--- src/rtl/simon_pkg.sv ---
// Shared definitions for the Simon controller.
//   - state_t       : controller state encoding (INPUT, PLAYBACK, REPEAT, DONE)
//   - LED_MODE_*    : mode LED patterns shown for each state
//   - LED_SEL_*     : pattern LED source select (switches or memory)
//   - SIMON_*       : default DEPTH / AW / PW for the controller
package simon_pkg;

    typedef enum logic [1:0] {
        ST_INPUT    = 2'd0,
        ST_PLAYBACK = 2'd1,
        ST_REPEAT   = 2'd2,
        ST_DONE     = 2'd3
    } state_t;

    localparam logic [2:0] LED_MODE_INPUT    = 3'b001;
    localparam logic [2:0] LED_MODE_PLAYBACK = 3'b010;
    localparam logic [2:0] LED_MODE_REPEAT   = 3'b100;
    localparam logic [2:0] LED_MODE_DONE     = 3'b111;

    localparam logic LED_SEL_SW  = 1'b0;
    localparam logic LED_SEL_MEM = 1'b1;

    localparam int SIMON_DEPTH = 64;
    localparam int SIMON_AW    = 6;
    localparam int SIMON_PW    = 4;

endpackage

--- src/rtl/simon_pattern_check.sv ---
// Combinational guess/legality checker for the Simon controller.
// Ports:
//   pattern    in  PW  switch value (new entry or guess)
//   mem_rdata  in  PW  stored entry at the current address
//   eff_level  in  1   1 = hard (any pattern), 0 = easy (one-hot only)
//   legal      out 1   pattern may be stored at the current difficulty
//   match      out 1   pattern equals the stored entry
module simon_pattern_check #(
    parameter int PW = 4
) (
    input  logic [PW-1:0] pattern,
    input  logic [PW-1:0] mem_rdata,
    input  logic          eff_level,
    output logic          legal,
    output logic          match
);

    logic w_onehot;

    // $onehot is false for all-zero, so an empty pattern is illegal in easy mode.
    assign w_onehot = $onehot(pattern);
    assign legal    = eff_level | w_onehot;
    assign match    = (pattern == mem_rdata);

endmodule

--- src/rtl/simon_ctrl.sv ---
// Control FSM and sequencing counters for the Simon game datapath.
// Every rising pclk edge is one user press. Flow:
//   INPUT -> PLAYBACK -> REPEAT -> (INPUT | DONE)
// Ports:
//   pclk       in  1   press clock
//   rst        in  1   asynchronous active-low reset
//   level      in  1   difficulty for the first entry (1 = hard, 0 = easy)
//   pattern    in  PW  new entry in INPUT, guess in REPEAT
//   mem_rdata  in  PW  pattern memory read data (async read of mem_addr)
//   mem_we     out 1   pattern memory write strobe
//   mem_addr   out AW  write address in INPUT, read address otherwise
//   led_sel    out 1   0 = LEDs show switches, 1 = LEDs show memory
//   mode_leds  out 3   current state indication
//   won        out 1   set in DONE after a full DEPTH-long correct repeat
module simon_ctrl
    import simon_pkg::*;
#(
    parameter int DEPTH = simon_pkg::SIMON_DEPTH,
    parameter int AW    = simon_pkg::SIMON_AW,
    parameter int PW    = simon_pkg::SIMON_PW
) (
    input  logic          pclk,
    input  logic          rst,
    input  logic          level,
    input  logic [PW-1:0] pattern,
    input  logic [PW-1:0] mem_rdata,
    output logic          mem_we,
    output logic [AW-1:0] mem_addr,
    output logic          led_sel,
    output logic [2:0]    mode_leds,
    output logic          won
);

    localparam int          CNT_W    = AW + 1;
    localparam logic [AW:0] CNT_ONE  = CNT_W'(1);
    localparam logic [AW:0] CNT_FULL = CNT_W'(DEPTH);
    localparam logic [AW-1:0] IDX_ONE = AW'(1);

    state_t        r_st;
    logic [AW:0]   r_cnt;
    logic [AW-1:0] r_idx;
    logic          r_level;
    logic          r_won;

    state_t        w_st_next;
    logic [AW:0]   w_cnt_next;
    logic [AW-1:0] w_idx_next;
    logic          w_level_next;
    logic          w_won_next;

    logic w_cnt_zero;
    logic w_eff_level;
    logic w_legal;
    logic w_match;
    logic w_idx_last;
    logic w_full;

    // The difficulty is only sampled while the game is empty; afterwards
    // the latched copy governs, so flipping the switch mid-game is ignored.
    assign w_cnt_zero  = (r_cnt == '0);
    assign w_eff_level = w_cnt_zero ? level : r_level;
    assign w_idx_last  = ({1'b0, r_idx} == (r_cnt - CNT_ONE));
    assign w_full      = (r_cnt == CNT_FULL);

    simon_pattern_check #(
        .PW (PW)
    ) u_check (
        .pattern   (pattern),
        .mem_rdata (mem_rdata),
        .eff_level (w_eff_level),
        .legal     (w_legal),
        .match     (w_match)
    );

    always_ff @(posedge pclk or negedge rst) begin
        if (!rst) begin
            r_st    <= ST_INPUT;
            r_cnt   <= '0;
            r_idx   <= '0;
            r_level <= 1'b0;
            r_won   <= 1'b0;
        end else begin
            r_st    <= w_st_next;
            r_cnt   <= w_cnt_next;
            r_idx   <= w_idx_next;
            r_level <= w_level_next;
            r_won   <= w_won_next;
        end
    end

    always_comb begin
        w_st_next    = r_st;
        w_cnt_next   = r_cnt;
        w_idx_next   = r_idx;
        w_level_next = r_level;
        w_won_next   = r_won;
        mem_we       = 1'b0;
        mem_addr     = r_idx;
        led_sel      = LED_SEL_SW;
        mode_leds    = LED_MODE_INPUT;

        case (r_st)
            ST_INPUT: begin
                mode_leds = LED_MODE_INPUT;
                mem_addr  = r_cnt[AW-1:0];
                // Gated by rst so a reset held across an edge never writes.
                mem_we    = w_legal & rst;
                if (w_legal) begin
                    w_cnt_next = r_cnt + CNT_ONE;
                    w_idx_next = '0;
                    w_st_next  = ST_PLAYBACK;
                    if (w_cnt_zero) begin
                        w_level_next = level;
                    end
                end
            end
            ST_PLAYBACK: begin
                mode_leds = LED_MODE_PLAYBACK;
                led_sel   = LED_SEL_MEM;
                if (w_idx_last) begin
                    w_idx_next = '0;
                    w_st_next  = ST_REPEAT;
                end else begin
                    w_idx_next = r_idx + IDX_ONE;
                end
            end
            ST_REPEAT: begin
                mode_leds = LED_MODE_REPEAT;
                if (!w_match) begin
                    w_idx_next = '0;
                    w_won_next = 1'b0;
                    w_st_next  = ST_DONE;
                end else if (w_idx_last) begin
                    w_idx_next = '0;
                    if (w_full) begin
                        w_won_next = 1'b1;
                        w_st_next  = ST_DONE;
                    end else begin
                        w_st_next  = ST_INPUT;
                    end
                end else begin
                    w_idx_next = r_idx + IDX_ONE;
                end
            end
            ST_DONE: begin
                mode_leds  = LED_MODE_DONE;
                led_sel    = LED_SEL_MEM;
                w_idx_next = w_idx_last ? '0 : (r_idx + IDX_ONE);
            end
            default: begin
                w_st_next = ST_INPUT;
            end
        endcase
    end

    assign won = r_won;

endmodule
--- config.mk ---
export PLATFORM = sky130hd
export DESIGN_NAME = simon_ctrl
export DESIGN_NICKNAME = d
export VERILOG_FILES = /design/src/rtl/simon_pkg.sv /design/src/rtl/simon_pattern_check.sv /design/src/rtl/simon_ctrl.sv
export SDC_FILE = /design/constraint.sdc
export NUM_CORES = 1
export LEC_CHECK = 0
export CAP_MARGIN = 20
export CORE_ASPECT_RATIO = 0.7
export CORE_MARGIN = 2
export CORE_UTILIZATION = 55
export CTS_BUF_LIST = sky130_fd_sc_hd__clkbuf_8
export DETAILED_ROUTE_END_ITERATION = 16
export GPL_TIMING_DRIVEN = 0
export PLACE_DENSITY_LB_ADDON = 0.12
export SLEW_MARGIN = 0
export SYNTH_ARGS = -nofsm -noshare
export SYNTH_HDL_FRONTEND = slang
export SYNTH_SLANG_ARGS = --single-unit
export TNS_END_PERCENT = 50
--- constraint.sdc ---
create_clock -name pclk -period 4.1 [get_ports pclk]
set_input_delay 0.615 -clock pclk [delete_from_list [all_inputs] [get_ports pclk]]
set_output_delay 0.615 -clock pclk [all_outputs]
set_load 0.1 [all_outputs]
==> impl_metrics.yaml, run 1 <==
route:
  final_antenna_net_count: 0
  via_per_inst: 5.63
  drcViolationCount: 0
  wire_per_inst_um: 14.2
  drtIter0Drc: 52
  first_pass_iters: 5
  finalWirelength_um: 3140
  via_count: 1244
min_path:
  holdPathStages: 2
  holdCritPathClass: "reg2reg"
grt:
  grt_use_total: 0.244
  grt_pass1_wl_um: 5510
  grt_antenna_before_repair: 0
  grt_start_max_net_pins: 19
  grt_pass1_vias: 1172
  grt_overflow_total: 0
cells_and_area:
  drive_above_1_share: 0.0963
  area_growth_pct: 22.5
  nets: 212
  antennaDiodeCount: 0
  fillers: 213
  mostFrequentLayoutCells: "21 x clkdlybuf4s50_1, 17 x inv_1, 17 x dfrtp_1, 13 x xnor2_1"
  final_common_cell: "clkdlybuf4s50_1"
  finalInstanceArea_mm2: 0.00171
timing:
  slew_headroom: 0.348
  rsz0062_at_grt: "no"
  finalSetupViolCount: 0
  max_freq_mhz: 260
  tightest_slew_ps: 974
  hold_viol: 0
  finalClockSkew_ps: 1.42
  finalMaxSlewViolations: 0
  period_share: 0.940
  fin_crit_ps: 3850
worst_setup_path:
  critPathTopFamily: "buffers and inverters"
  critPathKind: "in2out"
  required_ps: 3480
  crit_path_frequent_cell: "ha_1"
  slowest_stage: "clkdlybuf4s18_2"
  path_depth: 9
  path_max_fanout: 5
  start_kind: "input port"
  critPathArrivalTime_ps: 3240
  crit_path_max_incr_delay_ps: 530
  endpoint_kind: "output port"
  rr_worst_depth: 9
  critical_path_buf_inv_count: 2
  crit_chain: "clkdlybuf4s50_1 > ha_1 > ha_1 > fa_1 > nor2_1 > nand2_1 > a31oi_2 > and2_1 > clkdlybuf4s18_2"
run:
  cap_viol_max_count: 0
clocking:
  cts_num_sinks: 17
  cts.clk_slew.worst_paths_ps: 60
  cts_setup_buffers: 0
  cts_max_path_buffers: 2
  cts_tree: "done"
  worstSkewPairLatency_ps: 250
  clock-root-buffer: "clkbuf_8"
  cts_htree_levels: 1
  cts_buffers: 3
logic_synthesis:
  synthCells: 161
  synth-seq-cells: 17
  synth-edff-count: 0
  synth.distinct_cells: 41
  synthArstFlopShare: 1.00
  ys.flop_type: "dfrtp_1"
  netlist_area_mm2: 0.00140
  postSynthAreaPerCell_um2: 8.68
  seq_area_frac_synth: 0.304
  synth_warnings: 0
  synth_fp_nets: 185
die:
  core_area_mm2: 0.00244
  rows: 15
  die_h_um: 46.2
  die_w_um: 64.3
  io_pins: 23
  initial_core_util: 0.573
  die_area_mm2: 0.00297
placed_design:
  portBuffers: 22
  placed_cell_area_mm2: 0.00166
  place_hpwl_um: 2480
  gp_congestion: 0.898
status:
  outcome: "complete, no violations"
## through the flow
step           setup slack, ps  setup TNS [ps]  utilization  hold WS (ps)  instances
2_1_floorplan              368               0            -           319        161
3_3_place_gp              -442            -442        0.681           469        217
3_5_place_dp              -462            -462        0.681           519        217
4_1_cts                    111               0        0.699           542        221
5_1_grt                   45.3               0        0.702           558        221
6_report                   247               0        0.702           544        221
## kinds of logic (layout without fill, tap and decap cells)
group	count (synthesis)	count (layout)	share of synthesized area
simple gates	54	54	0.211
compound gates	37	37	0.178
buf+inv	23	49	0.0743
flops	17	17	0.304
xor+xnor	15	15	0.0940
fa+ha+maj	13	13	0.122
mux	2	2	0.0161
## flip-flops by register name (all words and copies together), names as in the netlist
signal / cells
r_cnt: 7
r_idx: 6
r_st: 2
r_level: 1
won: 1
## routing by layer
layer	part of all wire	global-route usage	vias to the layer above	wire [um]
li1	-	-	624	-
met1	0.49	0.335	589	1540
met2	0.46	0.417	27	1460
met3	0.040	0.0367	4	127
met4	0.0054	0.0553	0	17
met5	0	0	-	0
## final cells by class
type                    instances  area (um^2)  share of cell area
plain buffers                   7         43.8              0.0256
clock buffers                   3         41.3              0.0241
flip-flops and latches         17          425               0.249
inverters                      16         60.1              0.0351
repair buffers                 22          220               0.129
multi-input cells             121          875               0.511
clock inverters                 1         3.75             0.00219
well taps                      34         42.5              0.0249
## cell usage after synthesis, drive strengths merged (2+ instances only)
cell	instances	area, um^2
dfrtp	17	425
inv	16	60.1
xnor2	13	114
ha	12	150
nand2	12	45.0
o21ai	12	60.1
nand3	9	45.0
nor2	9	33.8
a31oi	6	37.5
nand4	5	31.3
buf	4	32.5
and2	3	18.8
and4	3	26.3
clkbuf	3	11.3
nor3	3	20.0
o21a	3	22.5
o22ai	3	18.8
or3	3	28.8
mux2	2	22.5
nand2b	2	12.5
o2111ai	2	17.5
o41ai	2	17.5
or2	2	12.5
xor2	2	17.5
## tightest hold or removal path: stages (launching register included)
cell and delay [ps]:
dfrtp_1 350, o41ai_1 90, o41ai_1 70
## worst paths after layout
| path | from | endpoint | slack (ps) |
|---|---|---|---|
| setup / recovery | pattern[0] | mem_we | 250 |
| hold / removal | r_level$_DFFE_PN0P_ | r_level$_DFFE_PN0P_ | 540 |
| setup reg to reg | r_cnt[0]$_DFFE_PN0P_ | r_cnt[5]$_DFFE_PN0P_ | 1530 |
| hold reg to reg | r_level$_DFFE_PN0P_ | r_level$_DFFE_PN0P_ | 540 |
| max in group asynchronous | rst | r_cnt[5]$_DFFE_PN0P_ | 2770 |
| min in group asynchronous | rst | r_st[1]$_DFFE_PN0P_ | 830 |
## repair_timing
item,CTS,global route
resized for setup,3,2
endpoints found under the setup margin,1,1
hold endpoints to repair,0,0
hold buffers,0,0
Power of run 1 is left out: the tool's default activity adds up to more than one toggle a clock period on the data nets, which glitch-free logic cannot reach.
==> run 2, diff against run 1 <==
--- a/config.mk
+++ b/config.mk
@@ -13,6 +13,7 @@
 export DETAILED_ROUTE_END_ITERATION = 16
 export GPL_TIMING_DRIVEN = 0
 export PLACE_DENSITY_LB_ADDON = 0.12
+export REMOVE_ABC_BUFFERS = 1
 export SLEW_MARGIN = 0
 export SYNTH_ARGS = -nofsm -noshare
 export SYNTH_HDL_FRONTEND = slang
==> constraint.sdc (replaced) <==
create_clock -name pclk -period 4.75 [get_ports pclk]
set_input_delay 0.7125 -clock pclk [delete_from_list [all_inputs] [get_ports pclk]]
set_output_delay 0.7125 -clock pclk [all_outputs]
set_load 0.1 [all_outputs]
==> run 2 against run 1 <==
  * Design area down 3.0%
  * Count of clock-buffer cells in the layout unchanged
  * Flip-flop and latch count unchanged
  * Utilization is 2.1 points lower
  * Routed wire length is 9.1% higher
  * Worst hold slack got worse by 41 ps
  * Critical path depth is the same
  * Non-clock buffer count decreased by 7
  * First-iteration DRC count rose to 3.5 times the previous value
  * Sequential share of layout area increased by 0.77 points
==> impl_metrics.yaml, run 2 (same netlist as run 1, synthesis figures left out) <==
status:
  outcome: "complete, no violations"
timing:
  max_freq_mhz: 220
  finalClockSkew_ps: 8.93
  worst_slack_ps: 214
  fin_crit_ps: 4540
  rsz0062_at_grt: "no"
  finalSetupViolCount: 0
  tightest_slew_ps: 988
  period_share: 0.955
  finalMaxSlewViolations: 0
  hold_viol: 0
  slew_headroom: 0.339
cells_and_area:
  register_area_um2: 425
  fillers: 204
  regMostFlops: "r_cnt"
  multi_input_area_um2: 868
  nets: 205
  finalInstanceArea_mm2: 0.00166
  antennaDiodeCount: 0
  largest_reg_flops: 7
  mostFrequentLayoutCells: "21 x clkdlybuf4s50_1, 17 x inv_1, 17 x dfrtp_1, 13 x xnor2_1"
  area_growth_pct: 18.8
  final_common_cell: "clkdlybuf4s50_1"
  reg.largest.list: "r_cnt (7), r_idx (6), r_st (2)"
  drive_above_1_share: 0.0667
route:
  finalWirelength_um: 3420
  final_antenna_net_count: 0
  via_per_inst: 5.87
  first_pass_iters: 4
  drcViolationCount: 0
  drtIter0Drc: 180
  via_count: 1256
  wire_per_inst_um: 16.0
placed_design:
  placed_cell_area_mm2: 0.00162
  pre_cts_ws_ps: -54.1
  place_hpwl_um: 2530
  portBuffers: 22
  gp_congestion: 0.852
worst_setup_path:
  reg2reg_from: "r_cnt[0]$_DFFE_PN0P_"
  crit_chain: "clkdlybuf4s50_1 > ha_1 > ha_1 > fa_1 > nor2_1 > nand2_1 > a31oi_1 > and2_1 > dlygate4sd2_1"
  path_max_fanout: 5
  crit_path_frequent_cell: "ha_1"
  crit_start: "pattern[0]"
  crit_path_max_incr_delay_ps: 850
  critPathArrivalTime_ps: 3820
  start_kind: "input port"
  critPathKind: "in2out"
  rr_worst_depth: 8
  endpoint_kind: "output port"
  crit_end: "mem_we"
  required_ps: 4040
  slowest_stage: "dlygate4sd2_1"
  reg2reg_to: "r_cnt[6]$_DFFE_PN0P_"
  r2r_slack_ps: 2330
clocking:
  cts.clk_slew.worst_paths_ps: 60
  cts_setup_buffers: 0
  cts_num_sinks: 17
  cts_max_path_buffers: 2
  cts_htree_levels: 1
  clock-root-buffer: "clkbuf_8"
  cts_buffers: 3
  cts_tree: "done"
  worstSkewPairLatency_ps: 260
die:
  rows: 15
  io_pins: 23
  die_h_um: 46.2
  core_area_mm2: 0.00244
  initial_core_util: 0.573
  die_w_um: 64.3
  die_area_mm2: 0.00297
run:
  cap_viol_max_count: 0
min_path:
  holdCritPathClass: "reg2reg"
grt:
  grt_use_total: 0.256
  grt_overflow_total: 0
  grt_pass1_vias: 1199
  grt_pass1_wl_um: 5730
  grt_antenna_before_repair: 0
  grt_start_max_net_pins: 19
## run 2: timing repair
item,4_1_cts,5_1_grt
hold buffers,0,0
setup endpoints to repair,1,0
gates resized for setup,1,0
## run 2: final cells by class
| class | count | share of cell area |
|---|---|---|
| inverter | 16 | 0.0362 |
| sequential | 17 | 0.256 |
| clock inverter | 1 | 0.00226 |
| multi-input combinational | 121 | 0.523 |
| timing repair buffer | 22 | 0.132 |
| tap | 34 | 0.0256 |
| clock buffer | 3 | 0.0249 |
## run 2: worst min-delay path by stage
stage,startpoint,end,depth (start not counted)
CTS,r_level$_DFFE_PN0P_,r_level$_DFFE_PN0P_,2
global placement,r_level$_DFFE_PN0P_,r_level$_DFFE_PN0P_,2
finish,r_level$_DFFE_PN0P_,r_level$_DFFE_PN0P_,2
floorplan,rst,r_cnt[0]$_DFFE_PN0P_,0
global route,r_level$_DFFE_PN0P_,r_level$_DFFE_PN0P_,2
detailed placement,r_level$_DFFE_PN0P_,r_level$_DFFE_PN0P_,2
## run 2: worst max-delay path: cells and delay by family
kind	cells	cell delay, ps
compound gates	1	400
simple gates	3	430
fa+ha+maj	3	960
buf+inv	2	1320
## run 2: metrics by stage
stage | std cells | hold WS, ps | setup TNS (ps) | util
after floorplan | 154 | 417 | 0 | -
after global placement | 210 | 469 | -1.89 | 0.663
after detailed placement | 210 | 483 | -54.1 | 0.663
after CTS | 214 | 501 | 0 | 0.681
after global routing | 214 | 536 | 0 | 0.681
final | 214 | 503 | 0 | 0.681
## run 2: layer usage
metal,vias up,wire length [um],GRT usage
met3,5,135,0.0513
met2,37,1650,0.423
met4,0,29,0.0596
met5,-,0,0
met1,605,1610,0.351
li1,609,-,-
Power of run 2 is left out for the same reason.
==> run 3, diff against run 2 <==
--- a/config.mk
+++ b/config.mk
@@ -7,13 +7,13 @@
 export LEC_CHECK = 0
 export CAP_MARGIN = 20
 export CORE_ASPECT_RATIO = 0.7
-export CORE_MARGIN = 2
 export CORE_UTILIZATION = 55
-export CTS_BUF_LIST = sky130_fd_sc_hd__clkbuf_8
+export CTS_BUF_LIST = sky130_fd_sc_hd__clkbuf_16
 export DETAILED_ROUTE_END_ITERATION = 16
 export GPL_TIMING_DRIVEN = 0
 export PLACE_DENSITY_LB_ADDON = 0.12
 export REMOVE_ABC_BUFFERS = 1
+export SKIP_CTS_REPAIR_TIMING = 1
 export SLEW_MARGIN = 0
 export SYNTH_ARGS = -nofsm -noshare
 export SYNTH_HDL_FRONTEND = slang
==> run 3 against run 2 <==
  * Clock skew shrank 7.2 ps
  * Critical path depth is the same
  * Flip-flop and latch count is the same
  * Largest cell class unchanged
  * Register-to-register slack is essentially flat
  * Worst hold slack lost 7.0 ps
  * Final cell count shrank 0.93%
  * Critical endpoint unchanged
  * Count of clock-buffer cells in the layout is the same
==> impl_metrics.yaml, run 3 (same netlist as run 1, synthesis figures left out) <==
cells_and_area:
  reg.largest.list: "r_cnt (7), r_idx (6), r_st (2)"
  antennaDiodeCount: 0
  mostFrequentLayoutCells: "21 x clkdlybuf4s50_1, 17 x inv_1, 17 x dfrtp_1, 13 x xnor2_1"
  drive_above_1_share: 0.0667
  final_common_cell: "clkdlybuf4s50_1"
  nets: 205
  regMostFlops: "r_cnt"
  area_growth_pct: 21.3
  largest_reg_flops: 7
clocking:
  worstSkewPairLatency_ps: 250
  cts_htree_levels: 1
  cts_tree: "done"
  cts_num_sinks: 17
  cts.clk_slew.worst_paths_ps: 50
  cts_max_path_buffers: 2
  cts_buffers: 3
  clock-root-buffer: "clkbuf_16"
grt:
  grt_start_max_net_pins: 19
  use_met1: 0.333
  grt.busiest_layer: "met2"
  use_met2: 0.442
  grt_use_total: 0.264
  grt_overflow_total: 0
  grt_use_met3: 0.0773
  grt_pass1_vias: 1218
  grt_antenna_before_repair: 0
  grt_pass1_wl_um: 5520
timing:
  tightest_slew_ps: 974
  finalMaxSlewViolations: 0
  hold_viol: 0
  finalClockSkew_ps: 1.68
  worst_slack_ps: 373
  finalSetupViolCount: 0
  slew_headroom: 0.348
  max_freq_mhz: 228
  rsz0062_at_grt: "no"
  fin_crit_ps: 4380
  period_share: 0.921
min_path:
  holdCritPathClass: "reg2reg"
  holdPathStages: 2
worst_setup_path:
  endpoint_kind: "output port"
  critPathArrivalTime_ps: 3660
  rr_worst_depth: 8
  path_max_fanout: 5
  required_ps: 4040
  critPathKind: "in2out"
  start_kind: "input port"
placed_design:
  gp_congestion: 0.898
  place_hpwl_um: 2450
  pre_cts_ws_ps: -45.8
  portBuffers: 22
die:
  core_area_mm2: 0.00228
  initial_core_util: 0.614
  rows: 14
  die_h_um: 44.2
  die_w_um: 62.3
  io_pins: 23
  die_area_mm2: 0.00275
route:
  final_antenna_net_count: 0
  first_pass_iters: 4
  wire_per_inst_um: 14.9
  via_per_inst: 5.87
  finalWirelength_um: 3160
  drcViolationCount: 0
  via_count: 1245
  drtIter0Drc: 144
run:
  cap_viol_max_count: 0
status:
  outcome: "complete, no violations"
-- run 3: cell type report --
cell class	count	area, um^2
fill	171	582
tap	32	40.0
clock buffer	3	75.1
inverter	16	60.1
sequential	17	425
clock inverter	1	3.75
timing repair buffer	22	223
multi-input combinational	121	868
-- run 3: final timing paths --
path / slack (ps) / to / startpoint
setup / recovery: 370 / mem_we / pattern[0]
hold / removal: 500 / r_level$_DFFE_PN0P_ / r_level$_DFFE_PN0P_
setup reg to reg: 2320 / r_cnt[5]$_DFFE_PN0P_ / r_cnt[0]$_DFFE_PN0P_
hold reg to reg: 500 / r_level$_DFFE_PN0P_ / r_level$_DFFE_PN0P_
max in group asynchronous: 3320 / won$_DFFE_PN0P_ / rst
min in group asynchronous: 930 / r_st[1]$_DFFE_PN0P_ / rst
-- run 3: stage by stage --
stage	hold WS (ps)	util	cell area, um^2	setup TNS [ps]	instances
4_1_cts	495	0.743	1690	-40.3	212
6_report	496	0.745	1700	0	212
2_1_floorplan	417	-	1350	0	154
3_3_place_gp	469	0.709	1610	0	208
3_5_place_dp	474	0.709	1610	-45.8	208
5_1_grt	527	0.745	1700	0	212
-- run 3: layer usage --
metal | part of all wire | vias up
met5 | 0 | -
met4 | 0.0028 | 0
met3 | 0.072 | 2
met2 | 0.47 | 44
met1 | 0.46 | 592
li1 | - | 607
-- run 3: worst max-delay path, stage by stage --
cell and delay, ps:
clkdlybuf4s50_1 460, ha_1 310, ha_1 210, fa_1 430
nor2_1 110, nand2_1 130, a31oi_1 370, and2_1 190
dlymetal6s2s_1 740
Power of run 3 is left out for the same reason.
